## src/rtl/calc_pkg.sv

```systemverilog
// Shared types and defaults for the UART calculator frame sequencer.
package calc_pkg;

    localparam int CALC_WORD_W   = 32;
    localparam int CALC_OP_W     = 4;
    // The wide-mode flag sits just above the op field in the OP word.
    localparam int CALC_WIDE_BIT = CALC_OP_W;

    typedef enum logic [2:0] {
        ST_IDLE    = 3'd0,
        ST_GET_B   = 3'd1,
        ST_GET_OP  = 3'd2,
        ST_EXEC    = 3'd3,
        ST_SEND_LO = 3'd4,
        ST_WAIT_LO = 3'd5,
        ST_SEND_HI = 3'd6,
        ST_WAIT_HI = 3'd7
    } calc_state_t;

    function automatic logic calc_is_busy(input calc_state_t s);
        return (s == ST_EXEC)    || (s == ST_SEND_LO) || (s == ST_WAIT_LO) ||
               (s == ST_SEND_HI) || (s == ST_WAIT_HI);
    endfunction

endpackage

```

## src/rtl/calc_timeout.sv

```systemverilog
// Inter-word timeout counter: clears on each accepted word, counts while a frame is open.
module calc_timeout #(
    parameter int unsigned CYCLES = 65536
) (
    input  logic clk,
    input  logic rst_n,
    input  logic clear_i,
    input  logic enable_i,
    output logic expired_o
);

    localparam int CW = (CYCLES > 2) ? $clog2(CYCLES) : 1;
    localparam logic [CW-1:0] LAST = CW'(CYCLES - 1);

    logic [CW-1:0] cnt_q;
    logic [CW-1:0] cnt_d;

    // Next count; saturates at LAST so the expiry stays visible until the FSM reacts.
    always_comb begin
        cnt_d = cnt_q;
        if (clear_i) begin
            cnt_d = '0;
        end else if (enable_i && (cnt_q != LAST)) begin
            cnt_d = cnt_q + CW'(1'b1);
        end else begin
            cnt_d = cnt_q;
        end
    end

    // Count register.
    always_ff @(posedge clk or negedge rst_n) begin
        if (!rst_n) begin
            cnt_q <= '0;
        end else begin
            cnt_q <= cnt_d;
        end
    end

    assign expired_o = enable_i && (cnt_q == LAST);

endmodule

```

## src/rtl/calc_frame_ctrl.sv

```systemverilog
// A/B/OP frame sequencer between word_rx, alu and word_tx.
// Optional inter-word timeout compiled in with CALC_TIMEOUT_EN.
module calc_frame_ctrl
    import calc_pkg::*;
#(
    parameter int          WORD_W         = CALC_WORD_W,
    parameter int          OP_W           = CALC_OP_W,
    parameter int unsigned TIMEOUT_CYCLES = 65536
) (
    input  logic              clk,
    input  logic              rst_n,
    input  logic [WORD_W-1:0] word_in,
    input  logic              word_valid,
    output logic [WORD_W-1:0] operand_a,
    output logic [WORD_W-1:0] operand_b,
    output logic [OP_W-1:0]   op_select,
    input  logic [WORD_W-1:0] result_lo,
    input  logic [WORD_W-1:0] result_hi,
    output logic [WORD_W-1:0] tx_word,
    output logic              tx_send,
    input  logic              tx_done,
    output logic              busy,
    output logic              overrun,
    output logic              timeout_err,
    output logic [2:0]        state
);

    localparam int WIDE_POS = OP_W + (CALC_WIDE_BIT - CALC_OP_W);

    calc_state_t       state_q, state_d;
    logic [WORD_W-1:0] opa_q, opa_d;
    logic [WORD_W-1:0] opb_q, opb_d;
    logic [OP_W-1:0]   op_q, op_d;
    logic              wide_q, wide_d;
    logic [WORD_W-1:0] hi_q, hi_d;
    logic [WORD_W-1:0] txw_q, txw_d;
    logic              tx_send_q, busy_q, overrun_q;
    logic              word_accept_s, collecting_s, expired_s, timeout_s;

    assign collecting_s = (state_q == ST_GET_B) || (state_q == ST_GET_OP);

`ifdef CALC_TIMEOUT_EN
    calc_timeout #(
        .CYCLES(TIMEOUT_CYCLES)
    ) u_timeout (
        .clk      (clk),
        .rst_n    (rst_n),
        .clear_i  (word_accept_s),
        .enable_i (collecting_s),
        .expired_o(expired_s)
    );
`else
    localparam bit TIMEOUT_USED = (TIMEOUT_CYCLES > 0);
    assign expired_s = 1'b0 & TIMEOUT_USED;
`endif

    // A word arriving on the expiry cycle wins over the timeout.
    assign timeout_s = collecting_s && expired_s && !word_valid;

    // Frame sequencing and data-path next state.
    always_comb begin
        state_d       = state_q;
        opa_d         = opa_q;
        opb_d         = opb_q;
        op_d          = op_q;
        wide_d        = wide_q;
        hi_d          = hi_q;
        txw_d         = txw_q;
        word_accept_s = 1'b0;
        case (state_q)
            ST_IDLE: begin
                if (word_valid) begin
                    opa_d         = word_in;
                    word_accept_s = 1'b1;
                    state_d       = ST_GET_B;
                end else begin
                    state_d = ST_IDLE;
                end
            end
            ST_GET_B: begin
                if (word_valid) begin
                    opb_d         = word_in;
                    word_accept_s = 1'b1;
                    state_d       = ST_GET_OP;
                end else if (timeout_s) begin
                    state_d = ST_IDLE;
                end else begin
                    state_d = ST_GET_B;
                end
            end
            ST_GET_OP: begin
                if (word_valid) begin
                    op_d          = word_in[OP_W-1:0];
                    wide_d        = word_in[WIDE_POS];
                    word_accept_s = 1'b1;
                    state_d       = ST_EXEC;
                end else if (timeout_s) begin
                    state_d = ST_IDLE;
                end else begin
                    state_d = ST_GET_OP;
                end
            end
            ST_EXEC: begin
                // tx_word doubles as the low-result holding register.
                hi_d    = result_hi;
                txw_d   = result_lo;
                state_d = ST_SEND_LO;
            end
            ST_SEND_LO: state_d = ST_WAIT_LO;
            ST_WAIT_LO: begin
                if (tx_done && wide_q) begin
                    txw_d   = hi_q;
                    state_d = ST_SEND_HI;
                end else if (tx_done) begin
                    state_d = ST_IDLE;
                end else begin
                    state_d = ST_WAIT_LO;
                end
            end
            ST_SEND_HI: state_d = ST_WAIT_HI;
            ST_WAIT_HI: begin
                if (tx_done) begin
                    state_d = ST_IDLE;
                end else begin
                    state_d = ST_WAIT_HI;
                end
            end
            default: state_d = ST_IDLE;
        endcase
    end

    // State, operand and output registers.
    always_ff @(posedge clk or negedge rst_n) begin
        if (!rst_n) begin
            state_q   <= ST_IDLE;
            opa_q     <= '0;
            opb_q     <= '0;
            op_q      <= '0;
            wide_q    <= 1'b0;
            hi_q      <= '0;
            txw_q     <= '0;
            tx_send_q <= 1'b0;
            busy_q    <= 1'b0;
            overrun_q <= 1'b0;
        end else begin
            state_q   <= state_d;
            opa_q     <= opa_d;
            opb_q     <= opb_d;
            op_q      <= op_d;
            wide_q    <= wide_d;
            hi_q      <= hi_d;
            txw_q     <= txw_d;
            tx_send_q <= (state_d == ST_SEND_LO) || (state_d == ST_SEND_HI);
            busy_q    <= calc_is_busy(state_d);
            overrun_q <= overrun_q | (word_valid & busy_q);
        end
    end

    assign operand_a   = opa_q;
    assign operand_b   = opb_q;
    assign op_select   = op_q;
    assign tx_word     = txw_q;
    assign tx_send     = tx_send_q;
    assign busy        = busy_q;
    assign overrun     = overrun_q;
    assign timeout_err = timeout_s;
    assign state       = state_q;

endmodule
```

## config.mk

```make
export PLATFORM = sky130hd
export DESIGN_NAME = calc_frame_ctrl
export DESIGN_NICKNAME = d
export VERILOG_FILES = /design/src/rtl/calc_pkg.sv /design/src/rtl/calc_timeout.sv /design/src/rtl/calc_frame_ctrl.sv
export SDC_FILE = /design/constraint.sdc
export NUM_CORES = 1
export LEC_CHECK = 0
export ABC_CLOCK_PERIOD_IN_PS = 2000
export CAP_MARGIN = 20
export CORE_ASPECT_RATIO = 0.9
export CORE_UTILIZATION = 46
export CTS_BUF_LIST = sky130_fd_sc_hd__clkbuf_4 sky130_fd_sc_hd__clkbuf_8
export CTS_CLUSTER_SIZE = 8
export DETAILED_ROUTE_END_ITERATION = 8
export GPL_TIMING_DRIVEN = 0
export HOLD_SLACK_MARGIN = 0.05
export PLACE_DENSITY = 0.78
export SYNTH_ARGS = -nofsm -noshare
export SYNTH_HDL_FRONTEND = slang
export SYNTH_SLANG_ARGS = --single-unit
```

## constraint.sdc

```tcl
create_clock -name clk -period 2 [get_ports clk]
set_input_delay 0.2 -clock clk [delete_from_list [all_inputs] [get_ports clk]]
set_output_delay 0.2 -clock clk [all_outputs]
set_load 0.02 [all_outputs]
```

Word level (Yosys, flattened, before mapping)
Index checks and enable logic that the tools add are counted.
- register bits: 139
- bits in latches: 0
- memory bits (writable): 0
- bits in read-only memories: 0
- output and inout bits: 107
- word-level logic and storage cells: 46
- memories: 0
- add/subtract/negate cells: 0
- multipliers: 0
- divide/modulo/power cells: 0
- $lt $le $gt $ge: 0
- eq/ne operators: 13
- shifts and indexed selects: 0
- mux-type cells: 9
- bitwise operators: 2
- reduce and logical (&&, ||, !) cells: 12
- operator list (cell ; number):
    32-bit one-hot mux with 2 select lines ; 1
    32-bit 2-to-1 mux ; 1
    3-bit == test (second input constant) ; 8
    3-bit one-hot mux with 8 select lines ; 1
    3-bit by 2-bit == test with 1-bit output (second input constant) ; 3
    3-bit 2-to-1 mux ; 3
    2-bit AND reduction ; 4
    1-bit logical OR ; 5
    3-bit by 1-bit == test with 1-bit output (second input constant) ; 1
    3-bit logical NOT ; 1
    1-bit 2-to-1 mux ; 2
    2-bit 2-to-1 mux ; 1
    2-bit != test (second input constant) ; 1
    2-bit nonzero test ; 1
    1-bit bitwise AND ; 1
    1-bit logical AND ; 1
    1-bit bitwise OR ; 1

Depth between registers and ports, before layout
Gate-level depths: netlist (run 1).
- depth in word-level cells: 8
- depth in mapped cells: 5

Least setup slack after synthesis (run 1)
Ideal clock, no wire load.
- kind: register -> register
- start point: register state_q[1], in the netlist state[1]
- end point: register txw_q[10], in the netlist tx_word[10]
- library setup time: 0.125 ns
- data arrival time: 1.591 ns
- required time: 1.875 ns
- path slack: 0.284 ns
- stages on the path, launching flop included: 6
- period minus slack after synthesis: 1.716 ns
- path through: dfrtp_1 -> buf_4 -> nand4b_1 -> a21boi_2 -> buf_4 -> mux2_2
- longest elaborated chain between the ends: 3
- elaborated cells between the ends (all ways): 6
- those cells by class: eq/ne: 3; mux: 1; reduce/logical: 2
- RTL lines (item ; line ; RTL):
    start: declaration ; calc_frame_ctrl.sv:30 ; calc_state_t state_q, state_d;
    start signal: assignment ; calc_frame_ctrl.sv:146 ; state_q <= state_d;
    3-bit == test or 3-bit by 2-bit == test with 1-bit output (tied branches) ; calc_frame_ctrl.sv:70 ; case (state_q)
    2-bit != test (no line) or 2-bit nonzero test (tied branches) ; n/a ;
    2-bit AND reduction (no line) ; n/a ;
    end signal: assignment ; calc_frame_ctrl.sv:152 ; txw_q <= txw_d;
    end: declaration ; calc_frame_ctrl.sv:36 ; logic [WORD_W-1:0] txw_q, txw_d;
Parallel ways exist; a longest one is shown, timed or not.
A chain may end at the register's enable or synchronous reset.

Final worst setup path (run 1)
- start point: register state_q[1], in the netlist state[1]
- end point: register txw_q[17], in the netlist tx_word[17]
The elaborated chain is that of the path after synthesis.

==> flow_summary.ini, run 1 <==
[power_and_ir_drop]
finalPower_mw = 14.1
p_leak_nw = 3.47
p_per_area_nw_per_um2 = 1690
ir_drop_uv = 968

[global_route]
grt_pass1_wl_um = 20600
track_usage_pct = 21.6
grt_pass1_vias = 4050
grt_max_degree = 97
antenna_found_initial = 0
grt_overflow = 0

[route]
ant_nets = 0
via_count = 3730
drc = 0
dr.pass1.iters = 4
drt-initial-drc-count = 153
viasPerCell = 4.99
totalWireLength_um = 13000
post_drt_wl_per_cell_um = 17.4

[worst_setup_path]
cp_max_fo = 10
worst-setup-path-type = reg2reg
startpoint_type = flip-flop
cp.arrival_ns = 2.15
cp-end-kind = flip-flop
required_ns = 2.31

[cts]
postCtsSetupRepairBufs = 0
root_buffer = clkbuf_8
htreeDepth = 4
clock_sinks = 139
numCtsBuffers = 17
clkLatencyLatePin_ns = 0.43
cts_buffer_depth = 2
path_clk_slew_ns = 0.07
cts_tree = built

[yosys]
postSynthRegisterBits = 139
synthFlopType = dfrtp_1
synthCells = 351
synth-edff-count = 0
yosys-top-cells-count = 162 x mux2_2, 139 x dfrtp_1, 10 x buf_2
synth_top_area_cell = dfrtp_1
ys_top_cells_by_area = dfrtp_1 62%, mux2_2 32%, buf_4 1.2%
yosys.cell_types.count = 24
syn_area_um2 = 5650
synth_nets = 451
synth_top_area_share_pct = 61.5
synth_seq_area_share_pct = 61.5
synth_most_common_cell = mux2_2
avgSynthCellArea_um2 = 16.1
ys.warnings.count = 0
async_flop_share_pct = 100

[layout]
syn2layout_area_growth_pct = 47.1
diodes = 0
stdcell_count = 747
final_nets = 677
drive_above_1_share_pct = 37.0
post-route-cell-area_um2 = 8310

[placed_design]
dp_cells = 717
gp_congestion = 0.758
port_buffers = 205
place_area_um2 = 7930
hpwl_um = 9330

[floorplan]
row_count = 38
die_y_um = 107
ios = 207
fp.dieW_um = 119
coreArea_um2 = 12000
die_area_um2 = 12700
initial_utilization_pct = 47.0

[timing]
finalSetupTns_ns = 0
timing.fmax_mhz = 542
period_minus_slack_ns = 1.85
hold_viol = 0
whs_ns = 0.257
fin_crit_sh_pct = 92.3
setup-violations-final = 0
rsz0062_at_grt = false
slew_viol_final = 0
fin_skew_ns = 0.00814

[run]
cap_violations = 0

[min_path]
min_path_type = in2async

[outcome]
status = finished, final reports clean
==> path summary, 6_finish.rpt <==
path                                     from       endpoint  slack (ns)  cells after the start
worst max register to register       state[1]    tx_word[17]        0.15                      5
min in group clk                result_hi[24]       hi_q[24]        0.39                      2
max in group asynchronous               rst_n        hi_q[8]        0.93                      3
worst min register to register        overrun        overrun        0.48                      1
worst min-delay path                    rst_n  operand_b[19]        0.26                      2
worst max-delay path                 state[1]    tx_word[17]        0.15                      5
==> registers in the layout, indices dropped and copies added (netlist names) <==
register	flops
tx_word	32
busy	1
tx_send	1
op_select	4
hi_q	32
operand_a	32
operand_b	32
wide_q	1
overrun	1
state	3
==> where the power goes <==
group	switching (mW)	internal, mW
combinational	3.11	3.84
clock	0.952	1.18
sequential	0.721	4.27
==> placed cells by master (no fill, tap or decap), types with 2 or more instances in the layout <==
cell,instances
clkbuf_8,21
clkdlybuf4s50_1,204
buf_4,9
nand2_1,3
nor3_2,2
clkbuf_4,6
dfrtp_1,139
mux2_2,162
buf_2,10
o21ai_0,3
a21oi_1,2
nand3_1,2
mux2_1,3
nand2b_1,2
inv_1,2
==> worst max-delay path, stage by stage, from the launching register on <==
cell and delay, ns:
dfrtp_1 0.39, buf_4 0.17, nand4b_1 0.19, a21boi_2 0.33
buf_4 0.27, mux2_2 0.36
==> final cells by class <==
| type | count | area (um2) |
|---|---|---|
| timing repair buffer | 207 | 2090 |
| inverter | 2 | 7.51 |
| tap | 160 | 200 |
| buffer | 19 | 118 |
| sequential | 139 | 3480 |
| clock buffer | 27 | 334 |
| multi-input combinational | 191 | 2050 |
| fill | 845 | 3720 |
| clock inverter | 2 | 35.0 |
==> what timing repair did <==
action                                 4_1_cts  5_1_grt
hold buffers                                 1        0
resized for setup                            0        0
endpoints found under the hold margin       43        0
==> routing by layer <==
layer	global-route usage, %	vias to the layer above	part of all wire [%]
met5	0	-	0
met4	10.3	0	1.8
met3	8.46	16	7.8
met2	35.1	125	50
met1	25.1	1884	41
li1	-	1705	-
==> through the flow <==
step / worst slack [ns] / utilization [%]
final: 0.154 / 69.1
after global routing: 0.0513 / 69.1
after CTS: 0.138 / 69.1
after detailed placement: -0.170 / 65.9
after global placement: -4.63 / 65.7
after floorplan: 0.284 / -
==> logic make-up (layout without fill, tap and decap cells) <==
family,Yosys count,count (layout),synth area share [%]
AND/OR/NAND/NOR,14,14,1.97
buffers and inverters,21,257,2.21
AO/OA/AOI/OAI,11,11,1.33
flip-flops,139,139,61.5
other,1,1,0.0664
multiplexers,165,165,32.9
(Power assumes the default switching activity.)
==> run 2: changes to the inputs <==
Settings changed: CORE_UTILIZATION 46 to 55, DONT_BUFFER_PORTS set to 1, PLACE_DENSITY 0.78 to 0.66, SKIP_CTS_REPAIR_TIMING set to 1.
==> flow_summary.ini, run 2 (synthesis gave the netlist of run 1 again) <==
[layout]
drive_above_1_share_pct = 46.4
stdcell_count = 609
multi_input_area_um2 = 2060
n_fill_cell = 623
mostFrequentLayoutCell = mux2_2
layout.area.seq_um2 = 3480
final_util_pct = 74.4
final_cell_mix = 162 x mux2_2, 136 x dfrtp_1, 97 x dlygate4sd3_1
diodes = 0
post-route-cell-area_um2 = 7310
final_nets = 570
syn2layout_area_growth_pct = 29.4

[floorplan]
coreArea_um2 = 9830
row_count = 34
initial_utilization_pct = 57.5
fp.dieW_um = 109
ios = 207
die_area_um2 = 10700
die_y_um = 98.2

[timing]
worst-slew-pin-transition_ns = 0.498
hold_viol = 139
timing.fmax_mhz = 528
period_minus_slack_ns = 1.90
slew_viol_final = 0
whs_ns = -0.543
setup-violations-final = 0
finalSetupTns_ns = 0
rsz0062_at_grt = false
setup_slack_ns = 0.104
fin_skew_ns = 0.0120
fin_crit_sh_pct = 94.8
slew-limit-headroom_pct = 66.6

[power_and_ir_drop]
p_leak_nw = 3.13
p_per_area_nw_per_um2 = 1720
finalPower_mw = 12.6
ir_drop_uv = 997

[cts]
root_buffer = clkbuf_8
clock_sinks = 139
numCtsBuffers = 17
clkLatencyLatePin_ns = 0.43
path_clk_slew_ns = 0.08
cts_buffer_depth = 2
cts_tree = built
htreeDepth = 4

[route]
via_count = 3327
dr.pass1.iters = 4
drt-initial-drc-count = 141
totalWireLength_um = 12000
drc = 0
post_drt_wl_per_cell_um = 19.7
ant_nets = 0
viasPerCell = 5.46

[outcome]
violations = hold timing
status = finished with violations

[placed_design]
place_area_um2 = 5810
hpwl_um = 7590
port_buffers = 0
dp_cells = 477
gp_congestion = 0.736
pre_cts_ws_ns = -0.00850

[worst_setup_path]
worst-setup-path-type = reg2reg
startpoint_type = flip-flop
required_ns = 2.31
cp.arrival_ns = 2.21
cp_max_fo = 10
cp-end-kind = flip-flop

[global_route]
grt_pass1_wl_um = 16600
grt_max_degree = 140
antenna_found_initial = 0
grt_overflow = 0
grt_pass1_vias = 3103
track_usage_pct = 21.2

[run]
cap_violations = 0

[min_path]
min_path_type = in2async
-- run 2: cell count changes in the layout (fill, tap and decap cells not counted), sizes merged --
| cell | delta |
|---|---|
| clkdlybuf4s50 | -204 |
| dlygate4sd3 | +96 |
| clkbuf | -6 |
| bufinv | +5 |
| clkinv | +5 |
| buf | -1 |
| clkinvlp | +1 |
-- run 2: worst paths after layout --
check	start	end	slack [ns]	cells after the start
max	state[1]	tx_word[12]	0.10	5
min	rst_n	operand_a[21]	-0.54	0
max reg2reg	state[1]	tx_word[12]	0.10	5
min reg2reg	hi_q[13]	hi_q[13]	0.50	1
max in group asynchronous	rst_n	state[2]	2.31	0
min in group clk	tx_done	state[2]	0.05	3
-- run 2: power by group --
part / internal, mW / total (mW) / switching (mW)
Sequential: 4.26 / 6.63 / 2.37
Combinational: 2.08 / 3.26 / 1.19
Clock: 1.65 / 2.68 / 1.03
Total: 7.99 / 12.6 / 4.58
-- run 2: final cells by class --
cell class,count,share of cell area [%]
timing repair buffer,100,13.6
buffer,19,1.83
clock inverter,13,3.03
tap,126,2.16
multi-input combinational,191,28.2
clock buffer,19,3.49
sequential,139,47.6
inverter,2,0.103
-- run 2: worst max-delay path, cell delays in order, from the launching register on --
cell and delay, ns:
dfrtp_2 0.46, buf_4 0.19, nand4b_1 0.23, a21boi_4 0.32, buf_6 0.21, mux2_2 0.35
-- run 2: routing by layer --
metal	GRT usage, %	up-vias	share of wire, %	wire (um)
met1	24.7	1698	39	4690
met2	33.3	124	51	6110
met3	10.1	16	8.9	1070
met5	0	-	0	0
li1	-	1489	-	-
met4	8.84	0	1.3	156
==> edit (config.mk and constraints of run 2) <==
Add an input register stage for `word_in`, with the module's reset; this delays it by one clock. The other inputs are not delayed to match.
--- a/src/rtl/calc_frame_ctrl.sv
+++ b/src/rtl/calc_frame_ctrl.sv
@@ -28,2 +28,12 @@
     localparam int WIDE_POS = OP_W + (CALC_WIDE_BIT - CALC_OP_W);
+
+    logic [WORD_W-1:0] word_q;
+
+    always_ff @(posedge clk or negedge rst_n) begin
+        if (!rst_n) begin
+            word_q <= '0;
+        end else begin
+            word_q <= word_in;
+        end
+    end
 
@@ -72,3 +82,3 @@
                 if (word_valid) begin
-                    opa_d         = word_in;
+                    opa_d         = word_q;
                     word_accept_s = 1'b1;
@@ -81,3 +91,3 @@
                 if (word_valid) begin
-                    opb_d         = word_in;
+                    opb_d         = word_q;
                     word_accept_s = 1'b1;
@@ -92,4 +102,4 @@
                 if (word_valid) begin
-                    op_d          = word_in[OP_W-1:0];
-                    wide_d        = word_in[WIDE_POS];
+                    op_d          = word_q[OP_W-1:0];
+                    wide_d        = word_q[WIDE_POS];
                     word_accept_s = 1'b1;
Function: changed (a bounded check fails within 4 cycles, from zero or initial values and one cycle with rst_n low).
==> edit against run 2 <==
  * The run still ends with hold timing left
  * Critical path depth unchanged
  * Wire length up 8.8%
  * First-iteration DRC count grew 29%
  * Area after synthesis is 14% higher
  * Fmax fell by 2.3%
  * Utilization down 4.2 points
  * Setup slack worse by 0.045 ns
  * Total power up 2.1%
  * Sequential cell count rose by 32
  * Final area increased by 9.7%
  * Clock power fell by 15%
  * Critical path type unchanged
  * Largest power group unchanged
==> edit: results <==
{
  "status": "finished, violations left",
  "violations": "hold timing",
  "dp_hpwl_mm": 8.10,
  "synthArstFlopShare_pct": 100,
  "nets": 600,
  "rr_endpoint": "tx_word[2]$_DFFE_PN0P_",
  "r2r_slack_ns": 0.06,
  "grt_pass1_vias": 3463,
  "drt-total-wl_mm": 13.1,
  "synth-edff-count": 0,
  "clock-skew-final_ns": 0.0118,
  "drt_first_iter_violations": 182,
  "first_pass_iters": 4,
  "cp-start-kind": "register",
  "seq_area_frac_synth_pct": 66.3,
  "peakVddDrop_mv": 0.922,
  "syn_area_per_cell_sq_um": 16.9,
  "route.detailed.wl_per_inst_um": 19.6,
  "gp_congestion": 0.712,
  "synth_top_area_cell": "dfrtp_1",
  "pwr-share-comb_pct": 25.0,
  "postRouteAntennaNets": 0,
  "internal-power_mw": 8.12,
  "cts_made_buffers": 17,
  "synth_common_cells": "dfrtp_1 (171), mux2_2 (162), buf_4 (11)",
  "period_minus_slack_ns": 1.94,
  "critPathSlowestCell": "dfrtp_1",
  "grt_start_max_net_pins": 172,
  "grt_antenna_before_repair": 0,
  "timing.rr.start": "state[1]$_DFF_PN0_",
  "ys_warn_count": 0,
  "postPlaceCellArea_sq_mm": 0.00665,
  "clock_latency_ns": 0.45,
  "power_leakage_nw": 3.44,
  "grt_pass1_wl_mm": 18.3,
  "timing.hold.ws_ns": -0.567,
  "hold_viol": 171,
  "drive_above_1_share_pct": 43.0,
  "viasPerCell": 5.28,
  "fillers": 771,
  "cp_max_fo": 10,
  "synth_nets": 483,
  "powerClk_mw": 2.27,
  "cp.arrival_ns": 2.27,
  "htreeDepth": 4,
  "placed_cells": 539,
  "pre_cts_ws_ns": 0.00672,
  "synth_area_leaders": "dfrtp_1 (66%), mux2_2 (28%), buf_4 (1.3%)",
  "r2r_cells": 5,
  "power_combinational_mw": 3.22,
  "post-route-cell-area_sq_mm": 0.00802,
  "track_usage_pct": 20.6,
  "path_clk_slew_ns": 0.08
}
edit: cell count changes after synthesis, sizes merged:
cell	run 2	this run
dfrtp	139	171
edit: critical path: cells and delay by family (launching register included):
kind | cells | cell delay, ns
AOI/OAI and AO/OA | 1 | 0.26
buffers and inverters | 2 | 0.47
DFF | 1 | 0.47
muxes | 1 | 0.36
and+or+nand+nor | 1 | 0.25
edit: cells by family after synthesis:
group                  share of synthesized area [%]
DFF                                             66.3
muxes                                           28.8
buffers and inverters                           2.02
and+or+nand+nor                                 1.72
AOI/OAI and AO/OA                               1.16
other                                         0.0581
edit: layer usage:
metal	part of all wire, %	vias to the layer above	global-route usage [%]
met1	39	1810	23.6
met5	0	-	0
li1	-	1577	-
met4	1.7	0	8.97
met2	50	124	31.6
met3	9.1	18	11.0
edit: layout make-up:
cell class	count	area share (%)
timing repair buffer	98	12.2
tap	156	2.43
clock buffer	24	3.88
clock inverter	7	0.811
inverter	2	0.0936
multi-input combinational	191	25.7
sequential	171	53.4
buffer	19	1.53
